--- config.mk ---
export PLATFORM = sky130hd
export DESIGN_NAME = csr_access_unit
export DESIGN_NICKNAME = d
export VERILOG_FILES = /design/src/rtl/csr_access_unit_pkg.sv /design/src/rtl/csr_access_unit_wdata_alu.sv /design/src/rtl/csr_access_unit.sv
export SDC_FILE = /design/constraint.sdc
export NUM_CORES = 1
export LEC_CHECK = 0
export ABC_AREA = 0
export CAP_MARGIN = 20
export CELL_PAD_IN_SITES_DETAIL_PLACEMENT = 0
export CELL_PAD_IN_SITES_GLOBAL_PLACEMENT = 2
export CORE_MARGIN = 2
export CORE_UTILIZATION = 26
export DETAILED_ROUTE_END_ITERATION = 10
export PLACE_DENSITY = 0.85
export SLEW_MARGIN = 20
export SYNTH_ARGS = -nofsm -noshare
export SYNTH_HDL_FRONTEND = slang
export SYNTH_HIERARCHICAL = 1
export SYNTH_SLANG_ARGS = --single-unit
--- constraint.sdc ---
create_clock -name clk -period 5.35 [get_ports clk]
set_clock_uncertainty 0.2 [all_clocks]
set_input_delay 1.07 -clock clk [delete_from_list [all_inputs] [get_ports clk]]
set_output_delay 1.07 -clock clk [all_outputs]
set_load 0.02 [all_outputs]
--- src/rtl/csr_access_unit_pkg.sv ---
// Shared definitions for the CSR access sequencer: CSR addresses, Zicsr
// funct3 encodings, trap causes, FSM state encoding and the decode of the
// implemented machine-mode CSR set.
package csr_access_unit_pkg;

    localparam logic [11:0] CSR_MSTATUS  = 12'h300;
    localparam logic [11:0] CSR_MIE      = 12'h304;
    localparam logic [11:0] CSR_MTVEC    = 12'h305;
    localparam logic [11:0] CSR_MSCRATCH = 12'h340;
    localparam logic [11:0] CSR_MEPC     = 12'h341;
    localparam logic [11:0] CSR_MCAUSE   = 12'h342;
    localparam logic [11:0] CSR_MTVAL    = 12'h343;
    localparam logic [11:0] CSR_MIP      = 12'h344;

    localparam logic [2:0] F3_RW  = 3'b001;
    localparam logic [2:0] F3_RS  = 3'b010;
    localparam logic [2:0] F3_RC  = 3'b011;
    localparam logic [2:0] F3_RWI = 3'b101;
    localparam logic [2:0] F3_RSI = 3'b110;
    localparam logic [2:0] F3_RCI = 3'b111;

    localparam logic [31:0] CAUSE_ECALL_M      = 32'd11;
    localparam logic [31:0] CAUSE_ILLEGAL_INSN = 32'd2;

    typedef enum logic [2:0] {
        ST_IDLE  = 3'd0,
        ST_READ  = 3'd1,
        ST_WRITE = 3'd2,
        ST_TRAP  = 3'd3,
        ST_VEC   = 3'd4,
        ST_RET   = 3'd5,
        ST_DONE  = 3'd6
    } state_e;

    // True for the CSR addresses the attached register file actually holds.
    function automatic logic csr_implemented(input logic [11:0] addr);
        case (addr)
            CSR_MSTATUS, CSR_MIE, CSR_MTVEC, CSR_MSCRATCH,
            CSR_MEPC, CSR_MCAUSE, CSR_MTVAL, CSR_MIP: csr_implemented = 1'b1;
            default:                                  csr_implemented = 1'b0;
        endcase
    endfunction

endpackage

--- src/rtl/csr_access_unit_wdata_alu.sv ---
// Write-data computation for Zicsr ops: new CSR value from the old value and
// the operand, plus the flag that says the write must not happen at all.
module csr_wdata_alu
    import csr_access_unit_pkg::*;
(
    input  logic [2:0]  funct3,
    input  logic [31:0] old_val,
    input  logic [31:0] operand,
    input  logic        operand_zero,
    output logic [31:0] new_val,
    output logic        suppress
);

    // Set/clear with a zero operand field is a pure read; swap always writes.
    always_comb begin
        new_val  = old_val;
        suppress = 1'b1;
        case (funct3)
            F3_RW, F3_RWI: begin
                new_val  = operand;
                suppress = 1'b0;
            end
            F3_RS, F3_RSI: begin
                new_val  = old_val | operand;
                suppress = operand_zero;
            end
            F3_RC, F3_RCI: begin
                new_val  = old_val & ~operand;
                suppress = operand_zero;
            end
            default: begin
                new_val  = old_val;
                suppress = 1'b1;
            end
        endcase
    end

endmodule

--- src/rtl/csr_access_unit.sv ---
// Sequencer between decode/execute and the machine-mode CSR file. CSR ops are
// a read followed by an optional one-cycle write; ecall/mret fire a strobe and
// then read the redirect target back from the file.
module csr_access_unit
    import csr_access_unit_pkg::*;
#(
    parameter logic [31:0] ECALL_CAUSE = CAUSE_ECALL_M,
    parameter logic [11:0] MTVEC_ADDR  = CSR_MTVEC,
    parameter logic [11:0] MEPC_ADDR   = CSR_MEPC
) (
    input  logic        clk,
    input  logic        reset,
    input  logic        req,
    input  logic        op_ecall,
    input  logic        op_mret,
    input  logic [2:0]  funct3,
    input  logic [11:0] csr_sel,
    input  logic [31:0] rs1_data,
    input  logic [4:0]  zimm,
    input  logic [31:0] pc,
    output logic        busy,
    output logic        done,
    output logic [31:0] rd_data,
    output logic        illegal,
    output logic        redirect_valid,
    output logic [31:0] redirect_pc,
    output logic [11:0] csr_addr,
    input  logic [31:0] csr_rdata,
    output logic [11:0] wr1_addr,
    output logic [31:0] data1_out,
    output logic        wcsr_n,
    output logic        ecall,
    output logic        mret,
    output logic [31:0] mepc_out,
    output logic [31:0] mcause_out
);

    state_e      state_q, state_d;
    logic [2:0]  f3_q, f3_d;
    logic [11:0] sel_q, sel_d;
    logic [31:0] rs1_q, rs1_d;
    logic [4:0]  zimm_q, zimm_d;
    logic [31:0] pc_q, pc_d;
    logic [31:0] rd_q, rd_d;
    logic [31:0] new_q, new_d;
    logic        illegal_q, illegal_d;
    logic        redir_q, redir_d;
    logic [31:0] rpc_q, rpc_d;

    logic [31:0] operand;
    logic [31:0] alu_new;
    logic        alu_suppress;

    // Immediate forms take the zero-extended zimm field as the operand.
    assign operand = f3_q[2] ? {27'b0, zimm_q} : rs1_q;

    csr_wdata_alu u_alu (
        .funct3       (f3_q),
        .old_val      (csr_rdata),
        .operand      (operand),
        .operand_zero (zimm_q == 5'd0),
        .new_val      (alu_new),
        .suppress     (alu_suppress)
    );

    // Next state, captured operands and CSR-file side outputs.
    always_comb begin
        state_d   = state_q;
        f3_d      = f3_q;
        sel_d     = sel_q;
        rs1_d     = rs1_q;
        zimm_d    = zimm_q;
        pc_d      = pc_q;
        rd_d      = rd_q;
        new_d     = new_q;
        illegal_d = illegal_q;
        redir_d   = redir_q;
        rpc_d     = rpc_q;

        busy       = 1'b0;
        done       = 1'b0;
        csr_addr   = 12'h000;
        wr1_addr   = 12'h000;
        data1_out  = 32'h0;
        wcsr_n     = 1'b1;
        ecall      = 1'b0;
        mret       = 1'b0;
        mepc_out   = 32'h0;
        mcause_out = 32'h0;

        case (state_q)
            ST_IDLE: begin
                if (req) begin
                    f3_d      = funct3;
                    sel_d     = csr_sel;
                    rs1_d     = rs1_data;
                    zimm_d    = zimm;
                    pc_d      = pc;
                    rd_d      = 32'h0;
                    illegal_d = 1'b0;
                    redir_d   = 1'b0;
                    if (op_ecall)     state_d = ST_TRAP;
                    else if (op_mret) state_d = ST_RET;
                    else              state_d = ST_READ;
                end
            end
            ST_READ: begin
                busy     = 1'b1;
                csr_addr = sel_q;
                rd_d     = csr_rdata;
                new_d    = alu_new;
                // Top two address bits 11 mark read-only space.
                if (!csr_implemented(sel_q) ||
                    (!alu_suppress && sel_q[11:10] == 2'b11)) begin
                    illegal_d = 1'b1;
                    state_d   = ST_DONE;
                end else if (alu_suppress) begin
                    state_d = ST_DONE;
                end else begin
                    state_d = ST_WRITE;
                end
            end
            ST_WRITE: begin
                busy      = 1'b1;
                // Reset gates the strobe so an aborted write never commits
                // on this cycle's negedge.
                wcsr_n    = reset;
                wr1_addr  = sel_q;
                data1_out = new_q;
                state_d   = ST_DONE;
            end
            ST_TRAP: begin
                busy       = 1'b1;
                ecall      = !reset;
                mepc_out   = pc_q;
                mcause_out = ECALL_CAUSE;
                state_d    = ST_VEC;
            end
            ST_VEC: begin
                busy     = 1'b1;
                csr_addr = MTVEC_ADDR;
                rpc_d    = {csr_rdata[31:2], 2'b00};
                redir_d  = 1'b1;
                rd_d     = 32'h0;
                state_d  = ST_DONE;
            end
            ST_RET: begin
                busy     = 1'b1;
                mret     = !reset;
                csr_addr = MEPC_ADDR;
                rpc_d    = csr_rdata;
                redir_d  = 1'b1;
                state_d  = ST_DONE;
            end
            ST_DONE: begin
                done    = 1'b1;
                state_d = ST_IDLE;
            end
            default: state_d = ST_IDLE;
        endcase
    end

    assign rd_data        = rd_q;
    assign redirect_pc    = rpc_q;
    assign illegal        = done & illegal_q;
    assign redirect_valid = done & redir_q;

    // State and operand registers with synchronous reset.
    always_ff @(posedge clk) begin
        if (reset) begin
            state_q   <= ST_IDLE;
            f3_q      <= 3'b000;
            sel_q     <= 12'h000;
            rs1_q     <= 32'h0;
            zimm_q    <= 5'd0;
            pc_q      <= 32'h0;
            rd_q      <= 32'h0;
            new_q     <= 32'h0;
            illegal_q <= 1'b0;
            redir_q   <= 1'b0;
            rpc_q     <= 32'h0;
        end else begin
            state_q   <= state_d;
            f3_q      <= f3_d;
            sel_q     <= sel_d;
            rs1_q     <= rs1_d;
            zimm_q    <= zimm_d;
            pc_q      <= pc_d;
            rd_q      <= rd_d;
            new_q     <= new_d;
            illegal_q <= illegal_d;
            redir_q   <= redir_d;
            rpc_q     <= rpc_d;
        end
    end

endmodule

; ---- After elaboration in Yosys (flattened, before gate mapping)
; Index checks and enable logic that the tools add are counted.
[totals]
regBits = 185
in_bits = 121
out_inout_bits = 191
wordCells = 90
[op_classes]
eq_ne = 23
muxes = 28
bitwise_logic = 5
n_reduce_logical = 23
[ops]
columns = operator, n
row1 = one-hot mux 32 bit (3 select lines), 2
row2 = 2-to-1 mux 32 bit, 4
row3 = "== test 12 x 10 -> 1 bit, second input constant", 8
row4 = one-hot mux 32 bit (2 select lines), 1
row5 = one-hot mux 12 bit (3 select lines), 1
row6 = bitwise AND 32 bit, 1
row7 = inverter 32 bit, 1
row8 = bitwise OR 32 bit, 1
row9 = "== test 3 bit, second input constant", 6
row10 = 2-to-1 mux 3 bit, 5
row11 = "== test 3 x 2 -> 1 bit, second input constant", 4
row12 = 2-to-1 mux 12 bit, 1
row13 = one-hot mux 3 bit (4 select lines), 1
row14 = 2-to-1 mux 1 bit, 9
row15 = OR reduction 2 bit, 4
row16 = OR reduction 8 bit, 1
row17 = "== test 3 x 1 -> 1 bit, second input constant", 2
row18 = one-hot mux 1 bit (2 select lines), 3
row19 = AND reduction 2 bit, 3
row20 = nonzero test 2 bit, 3
row21 = logical NOT 5 bit, 1
row22 = OR reduction 5 bit, 1
row23 = 2-to-1 mux 4 bit, 1
row24 = "inequality test 2 bit, second input constant", 2
row25 = 10 further kinds, 13

; ---- Logic depth before layout (Yosys ltp)
[logic_depth]
depth_word = 8
depth_mapped = 7
depth_no_buf = 7

; ---- By module
; Netlist, hierarchy kept.
[by_module_without_submodules]
columns = mod, instances, cells_each, area_per_inst_um2, seq_area_each_um2
row1 = csr_access_unit, 1, 1016, 7813.7, 3703.6
row2 = csr_wdata_alu, 1, 144, 985.9, 0.0

; ---- Worst setup path before layout
; No wires, ideal clock.
[synth_timing]
path_type = input port to output port
from = input port reset
to = output port mret
arrival_time_ns = 1.953
t_required_ns = 4.080
setup_slack_ns = 2.127
stages = 3
n_path_buf = 2
cell_sequence = clkbuf_1 -> clkbuf_1 -> nor3b_1
[synth_via]
elab_chain_len = 2
[synth_lines]
columns = element, line_no
row1 = "start, declared", csr_access_unit.sv:12  ; input logic reset,
row2 = logical NOT 1 bit, csr_access_unit.sv:149  ; mret = !reset;
row3 = 2-to-1 mux 1 bit, csr_access_unit.sv:91  ; case (state_q)
row4 = "end, declared", csr_access_unit.sv:33  ; output logic mret,
; No other way between the ends.

; ---- Worst setup path in the final report
[layout_timing]
from = register state_q[2]
to = output port data1_out[20]
[layout_via]
elab_chain_len = 2
[layout_lines]
columns = element, line_no
row1 = "start, declared", csr_access_unit.sv:38  ; state_e state_q, state_d;
row2 = "start signal, assigned", csr_access_unit.sv:183  ; state_q <= state_d;
row3 = == test 3 x 2 -> 1 bit, csr_access_unit.sv:91
row4 = 2-to-1 mux 32 bit, csr_access_unit.sv:91
row5 = "end, declared", csr_access_unit.sv:30  ; output logic [31:0] data1_out,
; No other way between the ends.

==> metrics.csv <==
metric;value;unit
crit path launch;state_q[2]$_SDFFE_PP0P_;
FF-to-FF Start;state_q[1]$_SDFFE_PP0P_;
Rel. slew slack;29.1;%
P&R area growth vs syn;39.8;%
initial antenna violation count;6;
WL final;30500;um
CTS tree;built;
Antenna Nets Post-Route;0;
routed via count;8285;
Vias/cell;4.52;
Overflow after GRT;0;
die width;188;um
total track usage;17.2;%
Yosys reg bits;185;
hpwl dp;20600;um
crit path max fanout;24;
Placer Congestion;0.748;
H-tree Lvls;4;
total CTS buffers;17;
critical path capture point;data1_out[20];
Reg2Reg Setup Slack;2.47;ns
actual slew at the worst max-slew pin;1.06;ns
EDFF count, synth;0;
critical path arrival;2.95;ns
# DRC;0;
I/O Pins;312;
full die area;35300;um^2
slowest CP cell;nor3b_4;
critical path type;reg -> out;
clk sinks;185;
Hold WC Path Type;reg -> reg;
pwr dens;342;nW/um^2
Net count, final;1490;
Final Cycle Share;78.9;%
Fmax;237;MHz
Unique masters post-synth;42;
Critical Path, Cell by Cell;nor3b_4 -> buf_4 -> and2_1 -> clkdlybuf4s50_1;
Post-Syn Instances;1160;
CTS root buf;clkbuf_16;
dpl cells;1798;
WP data required;4.08;ns
Final TNS setup;0;ns
final cell count without fillers;1832;
Final min period;4.22;ns
Worst Setup Slack, final;1.13;ns
Initial Util;26.3;%
Yosys top cell by area;dfxtp_1;
largest net degree at the start of global routing;91;
Synth async-reset ratio;0;%
post-synthesis compound-gate area fraction;19.2;%
Synth Area in Adders;0;%
Critical Path End Type;output port;
first-pass GRT wire length;47400;um
dpl ws;1.59;ns
mux cell area share after synthesis;0.640;%
Final Util;36.8;%
cts hold-fix bufs;0;
Seq/Total Area, Yosys;42.1;%
row count;67;
xor and xnor area share after synthesis;3.28;%
Mapped Area;8800;um^2
vias in the first global route;8001;
1st-iter DRT viols;538;
worst skew pair latency;0.44;ns
Slew Viols, Final;0;
layout cells sized above 1;5.35;%
Die Y;188;um
worst reg2reg endpoint;illegal_q$_SDFFE_PP0P_;
total number of yosys warnings;6;
run status;complete, no violations;
leak pwr;4.51;nW
RSZ-0062 raised after global routing;no;
post-synthesis simple-gate area fraction;24.7;%
Max clock buf depth;2;
crit path launch type;register;
Reg2Reg Depth;5;
Post-CTS Setup Repair Bufs;0;
synth cell count leaders;nand2_1, a21oi_1, dfxtp_1;
post-CTS sizing;0;
IO buf count;282;
# setup viols final;0;
Worst VDD drop;0.000278;V
filler instances;3513;
top post-synthesis cells by area;dfxtp_1, nand2_1, a21oi_1, and2_1, xnor2_1;
DRT Pass-1 Iters;5;
Avg Cell Area, Syn;7.59;um^2
largest family of logic cells by synthesized area;simple AND/OR/NAND/NOR gates;
slowest stage delay, CP;0.71;ns
dominant synthesized flop cell;dfxtp_1;
Routed wire per std cell;16.6;um
clk slew on worst S/H paths;0.07;ns
Synth top area share;42.1;%
top-count cell post-synth;nand2_1;
Max-Cap Viols;0;
final hold vios;0;
core region area;33400;um^2
## report_power, final
part / total (W) / internal, W / switching, W
sequential: 0.00170 / 0.00154 / 0.000162
combinational: 0.00117 / 0.000466 / 0.000707
clock: 0.00134 / 0.000710 / 0.000630
total: 0.00421 / 0.00271 / 0.00150
## worst min-delay path by stage
| stage | startpoint | endpoint | slack, ns | cells past startpoint |
|---|---|---|---|---|
| 2_1_floorplan | new_q[0]$_SDFFE_PP0P_ | new_q[0]$_SDFFE_PP0P_ | 0.23 | 2 |
| 3_3_place_gp | rs1_q[27]$_SDFFE_PP0P_ | rs1_q[27]$_SDFFE_PP0P_ | 0.24 | 2 |
| 3_5_place_dp | rs1_q[30]$_SDFFE_PP0P_ | rs1_q[30]$_SDFFE_PP0P_ | 0.24 | 2 |
| 4_1_cts | rs1_q[30]$_SDFFE_PP0P_ | rs1_q[30]$_SDFFE_PP0P_ | 0.25 | 2 |
| 5_1_grt | pc_q[27]$_SDFFE_PP0P_ | pc_q[27]$_SDFFE_PP0P_ | 0.27 | 2 |
| 6_report | pc_q[2]$_SDFFE_PP0P_ | pc_q[2]$_SDFFE_PP0P_ | 0.25 | 2 |
## routing by layer
metal	GRT usage, %	up-vias	share of wire [%]
li1	-	4184	-
met2	28.1	211	47
met3	4.72	20	5.6
met5	0	-	0.19
met1	22.5	3862	47
met4	4.24	8	0.81
## final cells by class
type | instances | area, um^2 | share of cell area, %
clock buffers | 17 | 425 | 3.46
flip-flops and latches | 185 | 3710 | 30.2
well taps | 448 | 561 | 4.56
multi-input cells | 835 | 4360 | 35.4
repair buffers | 297 | 2940 | 23.9
inverters | 33 | 124 | 1.01
clock inverters | 15 | 184 | 1.49
diodes | 2 | 5.00 | 0.0407
## kinds of logic after synthesis
| kind of cell | Yosys count |
|---|---|
| simple gates | 476 |
| flops | 185 |
| buf+inv | 168 |
| xor+xnor | 33 |
| compound gates | 292 |
| mux | 5 |
| other cells | 1 |
## registers in the layout (all words and copies together), names as in the netlist
| name | cells |
|---|---|
| rd_data | 32 |
| pc_q | 32 |
| redir_q | 1 |
| sel_q | 12 |
| f3_q | 3 |
| rs1_q | 32 |
| state_q | 3 |
| illegal_q | 1 |
| new_q | 32 |
| zimm_q | 5 |
| redirect_pc | 32 |
## critical path: cells and delay by family (launching register included)
kind | cells | cell delay (ns)
simple gates | 2 | 0.88
flops | 1 | 0.66
buf+inv | 2 | 0.96
## through the flow
stage | area [um^2] | total power (W) | hold WS [ns]
finish | 12300 | 0.00421 | 0.250
floorplan | 8900 | 0.00247 | 0.232
CTS | 12300 | 0.00428 | 0.252
global route | 12300 | 0.00447 | 0.275
global placement | 11700 | 0.00292 | 0.238
detailed placement | 11700 | 0.00293 | 0.242
## placed cells by master, fill, tap and decap left out, types with 32 or more instances in the layout
| cell type | n |
|---|---|
| nand2_1 | 328 |
| clkdlybuf4s50_1 | 281 |
| a21oi_1 | 187 |
| dfxtp_1 | 182 |
| and2_1 | 54 |
| and3_1 | 34 |
| inv_1 | 33 |
| o21ai_0 | 33 |
| xnor2_1 | 33 |
| o31ai_1 | 32 |
No activity file was read; power rests on OpenSTA's default activity.
